**src/rtl/pwm_duty_ctrl_if.sv**
```systemverilog
// -----------------------------------------------------------------------------
// pwm_duty_ctrl_if
//   Connection bundle between the PS/2 front end, the duty controller and the
//   PWM generator.
//
//   Signals:
//     code_valid   one-cycle strobe, code carries a new scancode byte
//     code[7:0]    scancode byte from the PS/2 receiver
//     period_tick  one-cycle pulse at PWM counter wrap
//     duty         live duty handed to the PWM generator
//     target       duty the controller is ramping toward
//     busy         duty has not yet reached target
//     key_held     a mapped key is currently held down
//
//   Modports:
//     master  drives code_valid/code/period_tick, observes the duty outputs
//     slave   the controller side
// -----------------------------------------------------------------------------
interface pwm_duty_ctrl_if #(
   parameter int DUTY_W = 7
);
   logic              code_valid;
   logic [7:0]        code;
   logic              period_tick;
   logic [DUTY_W-1:0] duty;
   logic [DUTY_W-1:0] target;
   logic              busy;
   logic              key_held;

   modport master (
      output code_valid,
      output code,
      output period_tick,
      input  duty,
      input  target,
      input  busy,
      input  key_held
   );

   modport slave (
      input  code_valid,
      input  code,
      input  period_tick,
      output duty,
      output target,
      output busy,
      output key_held
   );
endinterface

```
**src/rtl/pwm_duty_ctrl.sv**
```systemverilog
// -----------------------------------------------------------------------------
// pwm_duty_ctrl
//   Turns PS/2 scancodes into a PWM duty setting. A small decoder tracks the
//   F0 (break) and E0 (extended) prefixes; mapped make codes select a target
//   duty, releasing the held key restores the default, and the extended
//   up/down arrows nudge the target with saturation. The live duty then walks
//   toward the target by STEP once every RAMP_DIV PWM periods, so the PWM
//   generator only ever sees a change at a period boundary.
//
//   Ports:
//     clk     system clock
//     reset   asynchronous reset, active low
//     bus     pwm_duty_ctrl_if slave modport
//               in : code_valid, code[7:0], period_tick
//               out: duty, target, busy, key_held
// -----------------------------------------------------------------------------
module pwm_duty_ctrl #(
   parameter int DUTY_W       = 7,
   parameter int DEFAULT_DUTY = 80,
   parameter int DUTY_MAX     = 100,
   parameter int STEP         = 1,
   parameter int ADJ_STEP     = 5,
   parameter int RAMP_DIV     = 1
) (
   input  logic           clk,
   input  logic           reset,
   pwm_duty_ctrl_if.slave bus
);

   // ---------------------------------------------------------------------
   // Constants
   // ---------------------------------------------------------------------
   localparam logic [7:0] CODE_BRK  = 8'hF0;
   localparam logic [7:0] CODE_EXT  = 8'hE0;
   localparam logic [7:0] CODE_UP   = 8'h75;
   localparam logic [7:0] CODE_DOWN = 8'h72;

   localparam int         N_KEYS = 4;
   localparam logic [7:0] KEY_CODE [N_KEYS] = '{8'h2B, 8'h15, 8'h33, 8'h22};
   localparam int         KEY_DUTY [N_KEYS] = '{20, 25, 30, 80};

   localparam logic [DUTY_W-1:0] DEFAULT_V = DUTY_W'(DEFAULT_DUTY);
   localparam logic [DUTY_W-1:0] STEP_V    = DUTY_W'(STEP);
   // One extra bit so target+ADJ_STEP cannot wrap before it is clamped.
   localparam logic [DUTY_W:0]   MAX_WIDE  = (DUTY_W+1)'(DUTY_MAX);
   localparam logic [DUTY_W:0]   ADJ_WIDE  = (DUTY_W+1)'(ADJ_STEP);

   localparam int             CNT_W    = (RAMP_DIV > 1) ? $clog2(RAMP_DIV) : 1;
   localparam logic [CNT_W-1:0] CNT_LAST = CNT_W'(RAMP_DIV - 1);

   typedef enum logic [1:0] {
      S_IDLE    = 2'd0,
      S_BRK     = 2'd1,
      S_EXT     = 2'd2,
      S_EXT_BRK = 2'd3
   } state_t;

   // ---------------------------------------------------------------------
   // State
   // ---------------------------------------------------------------------
   state_t            state_reg;
   logic [DUTY_W-1:0] target_reg;
   logic [7:0]        held_code_reg;
   logic              key_held_reg;
   logic [DUTY_W-1:0] duty_reg;
   logic [CNT_W-1:0]  ramp_cnt_reg;

   // ---------------------------------------------------------------------
   // Make-code lookup: one comparator per mapped key
   // ---------------------------------------------------------------------
   logic [N_KEYS-1:0] key_hit;
   logic [DUTY_W-1:0] key_duty_table [N_KEYS];
   logic              key_mapped;
   logic [DUTY_W-1:0] key_duty;

   generate
      for (genvar gi = 0; gi < N_KEYS; gi++) begin : g_key
         assign key_hit[gi]        = (bus.code == KEY_CODE[gi]);
         assign key_duty_table[gi] = DUTY_W'(KEY_DUTY[gi]);
      end
   endgenerate

   // Codes in the table are distinct, so at most one hit bit is set.
   always_comb begin
      key_mapped = |key_hit;
      key_duty   = '0;
      for (int i = 0; i < N_KEYS; i++) begin
         if (key_hit[i]) begin
            key_duty = key_duty_table[i];
         end
      end
   end

   // ---------------------------------------------------------------------
   // Arrow-key adjust with saturation at DUTY_MAX and at zero
   // ---------------------------------------------------------------------
   logic [DUTY_W:0]   up_sum;
   logic [DUTY_W-1:0] up_target;
   logic [DUTY_W-1:0] down_target;

   always_comb begin
      up_sum      = {1'b0, target_reg} + ADJ_WIDE;
      up_target   = (up_sum > MAX_WIDE) ? MAX_WIDE[DUTY_W-1:0] : up_sum[DUTY_W-1:0];
      down_target = ({1'b0, target_reg} >= ADJ_WIDE) ?
                    (target_reg - ADJ_WIDE[DUTY_W-1:0]) : '0;
   end

   // ---------------------------------------------------------------------
   // Scancode decoder FSM. Only code_valid cycles advance it.
   // ---------------------------------------------------------------------
   always_ff @(posedge clk or negedge reset) begin
      if (!reset) begin
         state_reg     <= S_IDLE;
         target_reg    <= DEFAULT_V;
         held_code_reg <= '0;
         key_held_reg  <= 1'b0;
      end else if (bus.code_valid) begin
         case (state_reg)
            S_IDLE: begin
               if (bus.code == CODE_BRK) begin
                  state_reg <= S_BRK;
               end else if (bus.code == CODE_EXT) begin
                  state_reg <= S_EXT;
               end else if (key_mapped) begin
                  // A newer make simply takes over; the earlier key's
                  // break will no longer match held_code_reg.
                  target_reg    <= key_duty;
                  held_code_reg <= bus.code;
                  key_held_reg  <= 1'b1;
               end
            end
            S_BRK: begin
               state_reg <= S_IDLE;
               if (bus.code == held_code_reg) begin
                  target_reg   <= DEFAULT_V;
                  key_held_reg <= 1'b0;
               end
            end
            S_EXT: begin
               if (bus.code == CODE_BRK) begin
                  state_reg <= S_EXT_BRK;
               end else begin
                  state_reg <= S_IDLE;
                  if (bus.code == CODE_UP) begin
                     target_reg <= up_target;
                  end else if (bus.code == CODE_DOWN) begin
                     target_reg <= down_target;
                  end
               end
            end
            S_EXT_BRK: begin
               // Extended releases carry no meaning here.
               state_reg <= S_IDLE;
            end
            default: begin
               state_reg <= S_IDLE;
            end
         endcase
      end
   end

   // ---------------------------------------------------------------------
   // Duty ramp. target_reg is read before any same-cycle decoder update,
   // so a coincident code_valid only affects the following ramp event.
   // ---------------------------------------------------------------------
   logic [DUTY_W-1:0] duty_next;
   logic              ramp_event;

   always_comb begin
      duty_next = duty_reg;
      if (target_reg > duty_reg) begin
         duty_next = ((target_reg - duty_reg) >= STEP_V) ? (duty_reg + STEP_V) : target_reg;
      end else if (target_reg < duty_reg) begin
         duty_next = ((duty_reg - target_reg) >= STEP_V) ? (duty_reg - STEP_V) : target_reg;
      end
   end

   assign ramp_event = bus.period_tick && (ramp_cnt_reg == CNT_LAST);

   always_ff @(posedge clk or negedge reset) begin
      if (!reset) begin
         duty_reg     <= DEFAULT_V;
         ramp_cnt_reg <= '0;
      end else if (bus.period_tick) begin
         if (ramp_event) begin
            ramp_cnt_reg <= '0;
            duty_reg     <= duty_next;
         end else begin
            ramp_cnt_reg <= ramp_cnt_reg + CNT_W'(1);
         end
      end
   end

   // ---------------------------------------------------------------------
   // Outputs
   // ---------------------------------------------------------------------
   assign bus.duty     = duty_reg;
   assign bus.target   = target_reg;
   assign bus.busy     = (duty_reg != target_reg);
   assign bus.key_held = key_held_reg;

endmodule

```
**src/flat_wrapper.sv**
```systemverilog
// flat-port wrapper written by rule: the top's interface ports become plain ports
module pwm_duty_ctrl_flat 
#(
   parameter int DUTY_W       = 7,
   parameter int DEFAULT_DUTY = 80,
   parameter int DUTY_MAX     = 100,
   parameter int STEP         = 1,
   parameter int ADJ_STEP     = 5,
   parameter int RAMP_DIV     = 1
)
  (clk, reset, bus_code_valid, bus_code, bus_period_tick, bus_duty, bus_target, bus_busy, bus_key_held);
  pwm_duty_ctrl_if #(.DUTY_W(DUTY_W)) bus_i ();
  input  logic clk;
  input  logic reset;
  input wire logic [$bits(bus_i.code_valid)-1:0] bus_code_valid;
  input wire logic [$bits(bus_i.code)-1:0] bus_code;
  input wire logic [$bits(bus_i.period_tick)-1:0] bus_period_tick;
  output wire logic [$bits(bus_i.duty)-1:0] bus_duty;
  output wire logic [$bits(bus_i.target)-1:0] bus_target;
  output wire logic [$bits(bus_i.busy)-1:0] bus_busy;
  output wire logic [$bits(bus_i.key_held)-1:0] bus_key_held;
  assign bus_i.code_valid = bus_code_valid;
  assign bus_i.code = bus_code;
  assign bus_i.period_tick = bus_period_tick;
  assign bus_duty = bus_i.duty;
  assign bus_target = bus_i.target;
  assign bus_busy = bus_i.busy;
  assign bus_key_held = bus_i.key_held;
  pwm_duty_ctrl #(.DUTY_W(DUTY_W), .DEFAULT_DUTY(DEFAULT_DUTY), .DUTY_MAX(DUTY_MAX), .STEP(STEP), .ADJ_STEP(ADJ_STEP), .RAMP_DIV(RAMP_DIV)) u_core (.clk(clk), .reset(reset), .bus(bus_i));
endmodule
```
**config.mk**
```make
export PLATFORM = sky130hd
export DESIGN_NAME = pwm_duty_ctrl_flat
export DESIGN_NICKNAME = d
export VERILOG_FILES = /design/src/rtl/pwm_duty_ctrl_if.sv /design/src/rtl/pwm_duty_ctrl.sv /design/src/flat_wrapper.sv
export SDC_FILE = /design/constraint.sdc
export NUM_CORES = 1
export LEC_CHECK = 0
export CAP_MARGIN = 30
export CORE_MARGIN = 2
export CORE_UTILIZATION = 30
export DETAILED_ROUTE_END_ITERATION = 12
export PLACE_DENSITY = 0.46
export SLEW_MARGIN = 15
export SYNTH_ARGS = -nofsm -noshare
export SYNTH_HDL_FRONTEND = slang
export SYNTH_SLANG_ARGS = --single-unit
```
**constraint.sdc**
```tcl
create_clock -name clk -period 4.1 [get_ports clk]
set_clock_uncertainty 0.15 [all_clocks]
set_input_delay 0.615 -clock clk [delete_from_list [all_inputs] [get_ports clk]]
set_output_delay 0.615 -clock clk [all_outputs]
set_load 0.01 [all_outputs]
```
== Word level (Yosys, flattened, before mapping) ==
Index checks and enable logic that the tools add are counted.
Widths: inputs -> output; s select.

* Register bits: 26
* Input bits: 12
* Output and inout port bits: 16
* Logic and storage cells: 82

* Add/subtract/negate cells: 7
* $lt $le $gt $ge: 6
* Eq/ne operators: 20
* Mux-type cells: 28
* Bitwise logic cells: 3
* Reduce and logical (&&, ||, !) cells: 12

{| class="wikitable"
|+ Operators with widths
! kind !! number
|-
| $mux 7 || 16
|-
| $eq 8x6->1 const B || 3
|-
| $pmux 7 s3 || 1
|-
| $eq 8x7->1 const B || 2
|-
| $eq 8x8->1 const B || 2
|-
| $ge 7x1->1 const B || 2
|-
| $sub 7x7->7 || 2
|-
| $add 7x3->8 const B || 1
|-
| $eq 8x5->1 const B || 1
|-
| $eq 8x8->1 || 1
|-
| $gt 8x7->1 const B || 1
|-
| $reduce_and 8->1 || 1
|-
| $add 7x1->7 const B || 1
|-
| $ge 7x3->1 const B || 1
|-
| $gt 7x7->1 || 1
|-
| $lt 7x7->1 || 1
|-
| $ne 7x7->1 || 1
|-
| $sub 7x1->7 const B || 1
|-
| $sub 7x3->7 const B || 1
|-
| $mux 2 || 3
|-
| $ne 2x2->1 const B || 3
|-
| $ne 3x1->1 const B || 2
|-
| $pmux 2 s3 || 1
|-
| $reduce_and 6->1 || 1
|-
| other kinds (17) || 26
|}

== Longest topological paths before layout ==
* Word-level depth: 9
* Gate-level depth with buffers: 11

== Worst setup path before layout ==
No wires, ideal clock.

* Path type: reg2reg
* Start: register u_core.duty_reg[0], in the netlist u_core.bus.duty[0]
* End: register u_core.duty_reg[6], in the netlist u_core.bus.duty[6]
* Data arrival time: 2.907 ns
* Data required time: 3.869 ns
* Path slack: 0.961 ns
* Stages on the path, launching flop included: 12
* Path buffers: 0
* Cell sequence: dfrtp_1 inv_1 ha_1 inv_1 fa_1 a211o_1 o211ai_2 and4b_1 or3_4 a221o_1 a2111o_1 o211ai_1

* Longest elaborated chain between the ends: 5

{| class="wikitable"
|+ RTL lines
! what !! line !! text
|-
| start: declaration || pwm_duty_ctrl.sv:65 || <nowiki>logic [DUTY_W-1:0] duty_reg;</nowiki>
|-
| start signal: assignment || pwm_duty_ctrl.sv:187 || <nowiki>duty_reg <= duty_next;</nowiki>
|-
| $sub 7x7->7 || pwm_duty_ctrl.sv:174 || <nowiki>duty_next = ((duty_reg - target_reg) >= STEP_V) ? (duty_reg - STEP_V) : target_reg;</nowiki>
|-
| $ge 7x1->1 || pwm_duty_ctrl.sv:174 ||
|-
| $mux 7 || pwm_duty_ctrl.sv:174 ||
|-
| $mux 7 || pwm_duty_ctrl.sv:173 || <nowiki>end else if (target_reg < duty_reg) begin</nowiki>
|-
| $mux 7 || pwm_duty_ctrl.sv:171 || <nowiki>if (target_reg > duty_reg) begin</nowiki>
|}

Parallel ways exist; a longest one is shown, timed or not. The select of a mux whose other input is x is not followed.
A chain may end at the register's enable or synchronous reset.

== Worst setup path in the final report ==
Ends and elaborated chain as after synthesis.

==> out/results.tsv <==
stage	metric	value	unit
worst_setup_path	Worst Reg2Reg Path Length in Cells	11	
synth	Ys Warns	0	
worst_setup_path	Critical Path Fanout Max	8	
worst_setup_path	longest individual stage delay on the worst path	0.48	ns
synth	count of flip-flops with a built-in enable after synthesis	0	
final_layout	flip-flop count of the largest register, all copies and words added	8	
final_layout	number of filler cells placed in the layout	968	
detailed_routing	count of TritonRoute iterations in the first routing pass	5	
worst_setup_path	master of the slowest instance on the critical path	sky130_fd_sc_hd__dfrtp_1	
floorplanning	die outline height	101	um
grt	wire length of the first global-routing pass	14000	um
worst_setup_path	crit-path leading delay family	compound AO/OA/AOI/OAI gates	
placed_design	HPWL Detailed	6390	um
run_status	status	completed	
worst_setup_path	Crit. End Element	register	
grt	via count of the first global-routing pass	2690	
detailed_routing	ratio of routed vias to standard cells	5.44	
detailed_routing	number of nets still failing antenna checks after routing	0	
worst_setup_path	launch instance of the worst register-to-register path	u_core.bus.duty[0]	
cts	CTS tree	built	
synth	async set-or-reset flop fraction in the synthesized netlist	1.00	
cts	Clk Tree Root Cell	sky130_fd_sc_hd__clkbuf_8	
detailed_routing	DRC Markers	0	
power_and_ir_drop	power after layout	2.36	mW
synth	Synth Flop Type	sky130_fd_sc_hd__dfrtp_1	
sta	Hold Violations, Final	0	
grt	maximum number of pins on one net before global-route repair	27	
placed_design	IO Port Bufs	27	
grt	Total GRT Usage	0.169	
cts	number of H-tree levels	1	
floorplanning	placement row count	35	
final_layout	Area Growth Syn to Fin	15.5	%
worst_setup_path	slack of the worst reg-to-reg path	0.75	ns
sta	minimum clock period	3.35	ns
cts	hold-fix buffer count after cts	0	
synth	sequential cell area fraction in the yosys report	0.230	
cts	Worst-path clk slew	0.09	ns
worst_setup_path	cell repeated most along the worst path	sky130_fd_sc_hd__inv_1	
sta	max-slew violations	0	
grt	total congestion overflow	0	
sta	final setup TNS	0	ns
floorplanning	effective utilization at floorplan	0.308	
worst_hold_path	start point of the worst min-delay path	u_core.ramp_cnt_reg	
sta	final setup violation count	0	
sta	final period utilization	0.818	
detailed_routing	DRT iter0 DRCs	278	
placed_design	final weighted congestion of routability-driven global placement	0.850	
sta	actual transition at the worst max-transition pin	0.609	ns
floorplanning	Die Span X	101	um
worst_setup_path	required time of the critical path	4.15	ns
power_and_ir_drop	leakage power total	1.35	nW
worst_setup_path	Setup CP Type	register to register	
worst_setup_path	worst endpoint data arrival time	3.40	ns
power_and_ir_drop	pwr/cell area	718	nW/um^2
power_and_ir_drop	maximum resistive drop on vdd	0.000184	V
final_layout	Antenna Cells	0	
detailed_routing	total number of vias	2683	
synth	Avg Cell Area, Syn	8.45	um^2
synth	count of unique library cells instantiated by Yosys	77	
floorplanning	I/O pin count	28	
worst_setup_path	instance count on the critical path	11	
worst_setup_path	Reg-to-Reg End	u_core.bus.duty[6]	
synth	combined area of all synthesized cells	2850	um^2
worst_setup_path	nature of the critical path startpoint	register	
final_layout	share of final-layout standard cells stronger than drive strength 1	0.124	
cts	number of clock sinks seen by CTS	26	
sta	relative slew slack	0.592	
cts	number of gates given a new drive strength after cts	0	
worst_hold_path	hold path depth	1	
synth	Seq cells post-synth	26	
cts	Setup Fix Bufs, Post-CTS	0	
worst_setup_path	cells along the critical path	inv_1, ha_1, inv_1, fa_1, a211o_1, o211ai_2, and4b_1, or3_4, a221o_1, a2111o_1, o211ai_1	
cts	Skew-Pair Late Insertion Delay	0.28	ns
synth	synthesized net count	373	
worst_setup_path	number of buffers and inverters on the critical path	2	
worst_hold_path	Hold Path End	u_core.ramp_cnt_reg	
job	number of max-capacitance violations reported	0	
detailed_routing	wire length per cell after detailed routing	16.7	um
cts	TritonCTS Buffers	3	
floorplanning	Total Die Area	10300	um^2
final_layout	Nets	401	
worst_hold_path	class of the tightest hold or removal check	register to register	
sta	unrepaired setup endpoints after global routing	no	
floorplanning	core region area	9240	um^2
detailed_routing	Routed Wire Length	8220	um
sta	Max Clock Freq	0.298	GHz
cts	maximum buffer depth of the clock tree	2	
grt	number of antenna violations at the first check in global routing	0	
synth	post-synthesis instance total	337	
worst register-to-register path, stage by stage (launching register included):
cell and delay (ns):
sky130_fd_sc_hd__dfrtp_1 0.48, sky130_fd_sc_hd__inv_1 0.16, sky130_fd_sc_hd__ha_1 0.21, sky130_fd_sc_hd__inv_1 0.06, sky130_fd_sc_hd__fa_1 0.41, sky130_fd_sc_hd__a211o_1 0.29
sky130_fd_sc_hd__o211ai_2 0.09, sky130_fd_sc_hd__and4b_1 0.24, sky130_fd_sc_hd__or3_4 0.36, sky130_fd_sc_hd__a221o_1 0.34, sky130_fd_sc_hd__a2111o_1 0.39, sky130_fd_sc_hd__o211ai_1 0.10
layout by cell type, fill, tap and decap left out, types with 6 or more instances in the layout:
cell type / count
sky130_fd_sc_hd__buf_4: 7
sky130_fd_sc_hd__nand2_1: 31
sky130_fd_sc_hd__nor2b_1: 9
sky130_fd_sc_hd__ha_1: 22
sky130_fd_sc_hd__nor2_1: 23
sky130_fd_sc_hd__o21ai_0: 13
sky130_fd_sc_hd__o21a_1: 6
sky130_fd_sc_hd__clkdlybuf4s50_1: 27
sky130_fd_sc_hd__dfrtp_1: 22
sky130_fd_sc_hd__inv_1: 21
sky130_fd_sc_hd__a21o_1: 7
sky130_fd_sc_hd__nor3_1: 8
sky130_fd_sc_hd__nand3_1: 14
sky130_fd_sc_hd__or2_2: 6
sky130_fd_sc_hd__mux2i_1: 7
sky130_fd_sc_hd__nand4_1: 6
sky130_fd_sc_hd__xnor2_1: 13
sky130_fd_sc_hd__a21oi_1: 18
sky130_fd_sc_hd__mux2_2: 7
worst max-delay path by stage:
stage | startpoint | endpoint | slack [ns]
6_report | u_core.bus.duty[0] | u_core.bus.duty[6] | 0.75
5_1_grt | u_core.bus.target[1] | u_core.bus.duty[0] | 0.47
4_1_cts | u_core.bus.duty[0] | u_core.bus.duty[6] | 0.75
3_5_place_dp | u_core.bus.duty[0] | u_core.bus.duty[6] | 0.77
3_3_place_gp | u_core.bus.target[1] | u_core.bus.duty[0] | 0.79
2_1_floorplan | u_core.bus.duty[0] | u_core.bus.duty[6] | 0.96
per-stage QoR:
step           hold slack [ns]  area (um^2)  cells   util  setup WS, ns
6_report                 0.360         3290    493  0.356         0.748
5_1_grt                  0.414         3290    493  0.356         0.474
4_1_cts                  0.377         3290    493  0.356         0.748
3_5_place_dp             0.350         3230    489  0.350         0.766
3_3_place_gp             0.357         3230    489  0.350         0.787
2_1_floorplan            0.169         2850    337      -         0.961
cells in the mapped netlist, types with 2 or more instances:
library cell	instances	share of area
sky130_fd_sc_hd__inv_1	21	0.028
sky130_fd_sc_hd__o21a_1	6	0.016
sky130_fd_sc_hd__nand2b_1	3	0.0066
sky130_fd_sc_hd__mux2i_1	7	0.025
sky130_fd_sc_hd__a2111oi_0	2	0.0062
sky130_fd_sc_hd__or2_2	6	0.013
sky130_fd_sc_hd__o21ai_1	2	0.0035
sky130_fd_sc_hd__a2111o_1	2	0.0079
sky130_fd_sc_hd__nand4_1	6	0.013
sky130_fd_sc_hd__fa_1	2	0.014
sky130_fd_sc_hd__nand2_1	31	0.041
sky130_fd_sc_hd__nor3b_1	2	0.0053
sky130_fd_sc_hd__a21oi_1	18	0.032
sky130_fd_sc_hd__or4_1	2	0.0053
sky130_fd_sc_hd__a31o_2	2	0.0062
sky130_fd_sc_hd__a211o_1	2	0.0062
sky130_fd_sc_hd__mux2_2	7	0.028
sky130_fd_sc_hd__nor4_1	2	0.0044
sky130_fd_sc_hd__a31oi_1	3	0.0066
sky130_fd_sc_hd__dfstp_2	4	0.037
sky130_fd_sc_hd__a211oi_1	5	0.013
sky130_fd_sc_hd__o21ai_0	13	0.023
sky130_fd_sc_hd__nor3_1	8	0.014
sky130_fd_sc_hd__nor2b_1	9	0.020
sky130_fd_sc_hd__a21o_1	7	0.018
sky130_fd_sc_hd__xor2_1	4	0.012
sky130_fd_sc_hd__clkbuf_1	2	0.0026
sky130_fd_sc_hd__dfrtp_1	22	0.19
sky130_fd_sc_hd__clkbuf_8	2	0.0097
sky130_fd_sc_hd__buf_2	4	0.0070
sky130_fd_sc_hd__o221ai_1	2	0.0062
sky130_fd_sc_hd__a221oi_1	2	0.0062
sky130_fd_sc_hd__a311oi_1	2	0.0062
sky130_fd_sc_hd__nor3_2	2	0.0070
sky130_fd_sc_hd__o31a_1	2	0.0062
sky130_fd_sc_hd__o211ai_1	5	0.013
sky130_fd_sc_hd__buf_6	2	0.0079
sky130_fd_sc_hd__nor2_1	23	0.030
sky130_fd_sc_hd__nand3_1	14	0.025
sky130_fd_sc_hd__xnor2_1	13	0.040
sky130_fd_sc_hd__and4b_1	2	0.0070
sky130_fd_sc_hd__ha_1	22	0.097
sky130_fd_sc_hd__o2111a_1	2	0.0079
sky130_fd_sc_hd__o22ai_1	5	0.011
kinds of logic after synthesis:
| kind of cell | after synthesis | share of synthesized area |
|---|---|---|
| and+or+nand+nor | 123 | 0.234 |
| muxes | 14 | 0.0523 |
| AOI/OAI and AO/OA | 101 | 0.258 |
| adders and majority gates | 24 | 0.111 |
| buffers and inverters | 32 | 0.0620 |
| xor gates and xnor gates | 17 | 0.0523 |
| DFF | 26 | 0.230 |
power breakdown:
| part | internal, mW | switching, mW | total, mW |
|---|---|---|---|
| registers | 0.339 | 0.0989 | 0.438 |
| clock network | 0.0860 | 0.0874 | 0.173 |
| logic | 0.750 | 0.999 | 1.75 |
| total | 1.17 | 1.19 | 2.36 |
cell type report:
cell class              instances  area (um^2)  area share
flip-flops and latches         26          656       0.199
multi-input cells             279         2010       0.613
well taps                     129          161      0.0491
clock buffers                   4         55.1      0.0167
inverters                      21         78.8      0.0240
repair buffers                 34          323      0.0982
routing by layer:
layer  global-route usage  up-vias  share of wire
met5                    0        -              0
met4               0.0322        0          0.011
met3               0.0110       11          0.047
met2                0.292       71           0.47
met1                0.235     1296           0.47
li1                     -     1305              -
No activity file was read; power rests on OpenSTA's default activity.
